==> config.mk <==
export PLATFORM = sky130hd
export DESIGN_NAME = clkdiv_sequencer
export DESIGN_NICKNAME = d
export VERILOG_FILES = /design/src/rtl/bpg_clk_pkg.sv /design/src/rtl/div_counter.sv /design/src/rtl/clkdiv_sequencer.sv
export SDC_FILE = /design/constraint.sdc
export NUM_CORES = 1
export LEC_CHECK = 0
export ABC_AREA = 0
export BUFFER_PORTS_ARGS = -buffer_cell sky130_fd_sc_hd__buf_2
export CAP_MARGIN = 10
export CORE_ASPECT_RATIO = 1.4
export CORE_UTILIZATION = 50
export DETAILED_ROUTE_END_ITERATION = 16
export PLACE_DENSITY = 0.72
export SYNTH_ARGS = -nofsm -noshare
export SYNTH_HDL_FRONTEND = slang
export SYNTH_SLANG_ARGS = --single-unit
==> constraint.sdc <==
create_clock -name clk_in -period 3.4 [get_ports clk_in]
set_input_delay 0.34 -clock clk_in [delete_from_list [all_inputs] [get_ports clk_in]]
set_output_delay 0.34 -clock clk_in [all_outputs]
set_load 0.01 [all_outputs]
==> src/rtl/bpg_clk_pkg.sv <==
// Shared constants and state encoding for the BPG clock divider sequencer.
package bpg_clk_pkg;

  localparam int DIV_W       = 16;
  localparam int DEFAULT_DIV = 2;

  typedef enum logic [1:0] {
    ST_IDLE     = 2'd0,
    ST_RUN      = 2'd1,
    ST_STOPPING = 2'd2
  } state_t;

endpackage

==> src/rtl/div_counter.sv <==
// Loadable down-counter holding the remaining cycles of the current half-period.
module div_counter #(
  parameter int           W         = 16,
  parameter logic [W-1:0] RESET_VAL = {{(W-2){1'b0}}, 2'b10}
) (
  input  logic         clk,
  input  logic         reset,
  input  logic         load,
  input  logic [W-1:0] load_val,
  input  logic         en,
  output logic [W-1:0] value,
  output logic         at_one
);

  logic [W-1:0] value_r;

  // Load has priority over decrement; the controller never decrements at one.
  always_ff @(posedge clk) begin
    if (reset) begin
      value_r <= RESET_VAL;
    end else if (load) begin
      value_r <= load_val;
    end else if (en) begin
      value_r <= value_r - {{(W-1){1'b0}}, 1'b1};
    end else begin
      value_r <= value_r;
    end
  end

  assign value  = value_r;
  assign at_one = (value_r == {{(W-1){1'b0}}, 1'b1});

endmodule

==> src/rtl/clkdiv_sequencer.sv <==
// Run/stop and reconfiguration controller producing a glitch-free divided clock
// level and a tick enable; new ratios take effect only on half-period boundaries.
module clkdiv_sequencer #(
  parameter int WIDTH       = bpg_clk_pkg::DIV_W,
  parameter int DEFAULT_DIV = bpg_clk_pkg::DEFAULT_DIV
) (
  input  logic             clk_in,
  input  logic             reset,
  input  logic             run,
  input  logic [WIDTH-1:0] cfg_div,
  input  logic             cfg_valid,
  output logic             cfg_ready,
  output logic             cfg_err,
  output logic             clk_div,
  output logic             tick,
  output logic [WIDTH-1:0] div_active,
  output logic             pending,
  output logic             busy
);

  import bpg_clk_pkg::*;

  localparam logic [WIDTH-1:0] DEF_DIV_C = WIDTH'(DEFAULT_DIV);

  state_t           state_r, state_s;
  logic             clk_div_r, clk_div_s;
  logic             tick_r, tick_s;
  logic             cfg_err_r, cfg_err_s;
  logic             pending_r, pending_s;
  logic             cfg_ready_r;
  logic             busy_r;
  logic [WIDTH-1:0] div_active_r, div_active_s;
  logic [WIDTH-1:0] pend_div_r, pend_div_s;
  logic             cnt_load_s, cnt_en_s, at_one_s;
  logic [WIDTH-1:0] cnt_load_val_s, cnt_value_s;
  logic             xfer_s, cfg_zero_s;

  assign xfer_s     = cfg_valid & cfg_ready_r;
  assign cfg_zero_s = (cfg_div == {WIDTH{1'b0}});

  div_counter #(
    .W         (WIDTH),
    .RESET_VAL (DEF_DIV_C)
  ) u_counter (
    .clk      (clk_in),
    .reset    (reset),
    .load     (cnt_load_s),
    .load_val (cnt_load_val_s),
    .en       (cnt_en_s),
    .value    (cnt_value_s),
    .at_one   (at_one_s)
  );

  // Next-state, counter control and handshake decisions.
  always_comb begin
    state_s        = state_r;
    clk_div_s      = clk_div_r;
    tick_s         = 1'b0;
    cfg_err_s      = xfer_s & cfg_zero_s;
    pending_s      = pending_r;
    pend_div_s     = pend_div_r;
    div_active_s   = div_active_r;
    cnt_load_s     = 1'b0;
    cnt_load_val_s = div_active_r;
    cnt_en_s       = 1'b0;

    case (state_r)
      ST_IDLE: begin
        clk_div_s = 1'b0;
        // A ratio parked on the stopping edge is drained here so it never sticks.
        if (pending_r) begin
          div_active_s = pend_div_r;
          pending_s    = 1'b0;
        end else if (xfer_s && !cfg_zero_s) begin
          div_active_s = cfg_div;
        end else begin
          div_active_s = div_active_r;
        end
        cnt_load_s     = 1'b1;
        cnt_load_val_s = div_active_s;
        if (run) begin
          state_s = ST_RUN;
        end else begin
          state_s = ST_IDLE;
        end
      end

      ST_RUN, ST_STOPPING: begin
        if (at_one_s) begin
          clk_div_s  = ~clk_div_r;
          tick_s     = 1'b1;
          cnt_load_s = 1'b1;
          if (pending_r) begin
            div_active_s   = pend_div_r;
            pending_s      = 1'b0;
            cnt_load_val_s = pend_div_r;
          end else begin
            cnt_load_val_s = div_active_r;
          end
        end else begin
          cnt_en_s = 1'b1;
        end
        // Applied after the boundary update so a same-edge transfer waits one more half-period.
        if (xfer_s && !cfg_zero_s) begin
          pend_div_s = cfg_div;
          pending_s  = 1'b1;
        end else begin
          pend_div_s = pend_div_r;
        end
        if (run) begin
          state_s = ST_RUN;
        end else if (state_r == ST_RUN) begin
          state_s = ST_STOPPING;
        end else if (at_one_s && clk_div_r) begin
          state_s = ST_IDLE;
        end else begin
          state_s = ST_STOPPING;
        end
      end

      default: begin
        state_s   = ST_IDLE;
        clk_div_s = 1'b0;
      end
    endcase
  end

  // State and output registers.
  always_ff @(posedge clk_in) begin
    if (reset) begin
      state_r      <= ST_IDLE;
      clk_div_r    <= 1'b0;
      tick_r       <= 1'b0;
      cfg_err_r    <= 1'b0;
      pending_r    <= 1'b0;
      cfg_ready_r  <= 1'b1;
      busy_r       <= 1'b0;
      div_active_r <= DEF_DIV_C;
      pend_div_r   <= DEF_DIV_C;
    end else begin
      state_r      <= state_s;
      clk_div_r    <= clk_div_s;
      tick_r       <= tick_s;
      cfg_err_r    <= cfg_err_s;
      pending_r    <= pending_s;
      cfg_ready_r  <= ~pending_s;
      busy_r       <= (state_s != ST_IDLE);
      div_active_r <= div_active_s;
      pend_div_r   <= pend_div_s;
    end
  end

  assign cfg_ready  = cfg_ready_r;
  assign cfg_err    = cfg_err_r;
  assign clk_div    = clk_div_r;
  assign tick       = tick_r;
  assign div_active = div_active_r;
  assign pending    = pending_r;
  assign busy       = busy_r;

endmodule
==> out/results.tsv <==
metric	value	unit
initial antenna violation count	0	
CTS tree	yes	
hpwl dp	5.45	mm
first-pass GRT wire length	12.3	mm
GP Congestion	0.902	
drt pass-1 iters	5	
RSZ-0062 raised after global routing	no	
core area	5240	sq um
layout net count	394	
Critical Path RT	3.65	ns
post-synthesis mux area share	0	
Die Span X	64.9	microns
Hold WS	0.207	ns
register area share after synthesis	0.405	
outcome	finished clean	
clock slew at the register clock pins of the worst setup and hold paths	0.10	ns
r2r startpoint	u_counter.value[3]	
Worst Hold End	state_r[1]	
Worst VDD drop	0.361	mV
CTS resizes	0	
Final Cycle Share	0.830	
Finished Layout Cells	435	
number of global-route vias before repair	2472	
clk root buf	clkbuf_8	
HP Start	run	
Synth top area share	0.405	
Top FF cell, synth	dfxtp_1	
final hold viol count	0	
# H-tree levels	2	
Setup-failing EPs final	0	
largest cells by area after synthesis	dfxtp_1, a21oi_1, nand2_1, a221oi_2, nor2_1	
detailed-route DRC error count	0	
Post-synth EDFFs	0	
cell count after synthesis	334	
max-cap violations	0	
I/O Pins	42	
Startpoint Class	flip-flop	
Worst Path Arrival	3.07	ns
Worst-Skew Late Latency	0.31	ns
Cell Rows	31	
pin count of the biggest net entering global routing	30	
commonest non-fill, non-tap cells in the layout	dfxtp_1, nand2_1, buf_2, a21oi_1, nor2_1	
GR Overflow Total	0	
Area growth, synth to finish	13.6	%
Pwr Density	499	nW/um^2
Pleak	1.25	nW
die area	5850	sq um
die height	90.1	microns
Synth Area in Compound Gates	0.261	
Worst Path Class, Setup	flip-flop to flip-flop	
xor-xnor portion of the synthesized cell area	0.00316	
via/cell ratio	6.17	
Clock Path Buffers	2	
yosys warns	0	
Hold Path Depth	2	
Total Wirelength	7.52	mm
vias	2685	
Initial Util	0.529	
Worst R2R Setup Slack	0.58	ns
post-synthesis area per instance	8.29	sq um
drt wl/cell	17.3	microns
FF-to-FF path depth	7	
main combinational cell family by area after synthesis	simple AND/OR/NAND/NOR gates	
setup TNS	0	ns
share of cells above drive strength 1	0.206	
Final Critical Period	2.82	ns
fin. max-slew vios	0	
Final Util	0.601	
Post-CTS Setup Repair Bufs	0	
total track usage	0.269	
share of flip-flops with an asynchronous set or reset	0	
most common cell after layout, fill and taps aside	dfxtp_1	
PortBufs	41	
mapped cell area	2770	sq um
reg2reg end	u_counter.value[4]	
# clock sinks	56	
TritonCTS Buffers	5	
area share of fa/ha/maj cells after synthesis	0.0271	
Slew @ Worst Pin	1.06	ns
Setup Skew	0.00352	ns
dpl cells	427	
syn_nets	360	
ANT cells	0	
initial DRC count	203	
ANT nets after route	0	
post-synth top area cell	dfxtp_1	
Yosys cell types	51	
#FFs+latches synth	56	
Hold Path Class	input pin to flip-flop	
CP Capture Type	flip-flop	
cts hold-fix bufs	0	
Peak Freq	0.354	GHz
worst-path fanout max	10	
Synth Area in Simple Gates	0.264	
slew margin rel.	0.291	
critical path: stages, from the launching register on:
cell and delay [ns]:
dfxtp_1 0.39, or4_1 0.61, nor3_1 0.45, a31o_2 0.29
and3_1 0.53, buf_4 0.24, a221oi_2 0.08, a21oi_1 0.18
stage by stage:
stage                     total power, mW  instance area [sq um]  setup slack [ns]
final                                1.57                   3150             0.579
after global routing                 1.64                   3150             0.420
after CTS                            1.57                   3150             0.612
after detailed placement             1.11                   3020             0.619
after global placement               1.11                   3020             0.703
after floorplan                     0.999                   2770             0.905
per-layer routing:
metal | GRT usage | up-vias | wire (microns)
met3 | 0.0330 | 18 | 368
met1 | 0.355 | 1253 | 3210
met4 | 0.122 | 0 | 213
li1 | - | 1293 | -
met5 | 0 | - | 0
met2 | 0.429 | 121 | 3730
state kept, by name, summed over array words and instances (netlist names):
register,cells
state_r,2
u_counter.value,16
tick,1
pend_div_r,16
pending,1
cfg_ready,1
clk_div,1
div_active,16
busy,1
cfg_err,1
worst max-delay path by stage:
stage	cells past startpoint	end	from	slack, ns
after CTS	7	u_counter.value[4]	u_counter.value[6]	0.61
after global placement	7	u_counter.value[10]	u_counter.value[0]	0.70
after global routing	6	u_counter.value[10]	u_counter.value[6]	0.42
final	7	u_counter.value[4]	u_counter.value[3]	0.58
after detailed placement	6	u_counter.value[10]	u_counter.value[6]	0.62
after floorplan	7	u_counter.value[3]	pending	0.90
synthesized netlist by cell type (4+ instances only):
cell type	instances
a21oi_1	40
a221oi_2	10
a31oi_1	12
buf_2	4
clkbuf_1	14
dfxtp_1	56
ha_1	6
inv_1	7
nand2_1	50
nand3_1	4
nor2_1	24
nor2b_1	13
nor3_1	8
nor4_1	10
o21ai_0	13
or3_1	5
or4_1	6
layout make-up:
class / count / area (sq um)
clock buffer: 6 / 82.6
clock inverter: 2 / 38.8
fill: 483 / 2090
inverter: 7 / 26.3
multi-input combinational: 251 / 1540
sequential: 56 / 1120
tap: 66 / 82.6
timing repair buffer: 47 / 250
cells by family (layout without fill, tap and decap cells):
| family | after synthesis | count (layout) |
|---|---|---|
| AOI/OAI and AO/OA | 101 | 101 |
| xor gates and xnor gates | 1 | 1 |
| adders and majority gates | 6 | 6 |
| buffers and inverters | 27 | 62 |
| DFF | 56 | 56 |
| and+or+nand+nor | 143 | 143 |
report_power, final:
group | switching [mW] | leakage (nW) | total (mW) | internal [mW]
clock network | 0.221 | 0.0614 | 0.462 | 0.241
registers | 0.0516 | 0.459 | 0.758 | 0.706
logic | 0.221 | 0.726 | 0.351 | 0.131
Note: power is estimated with default switching activity, not from simulation.
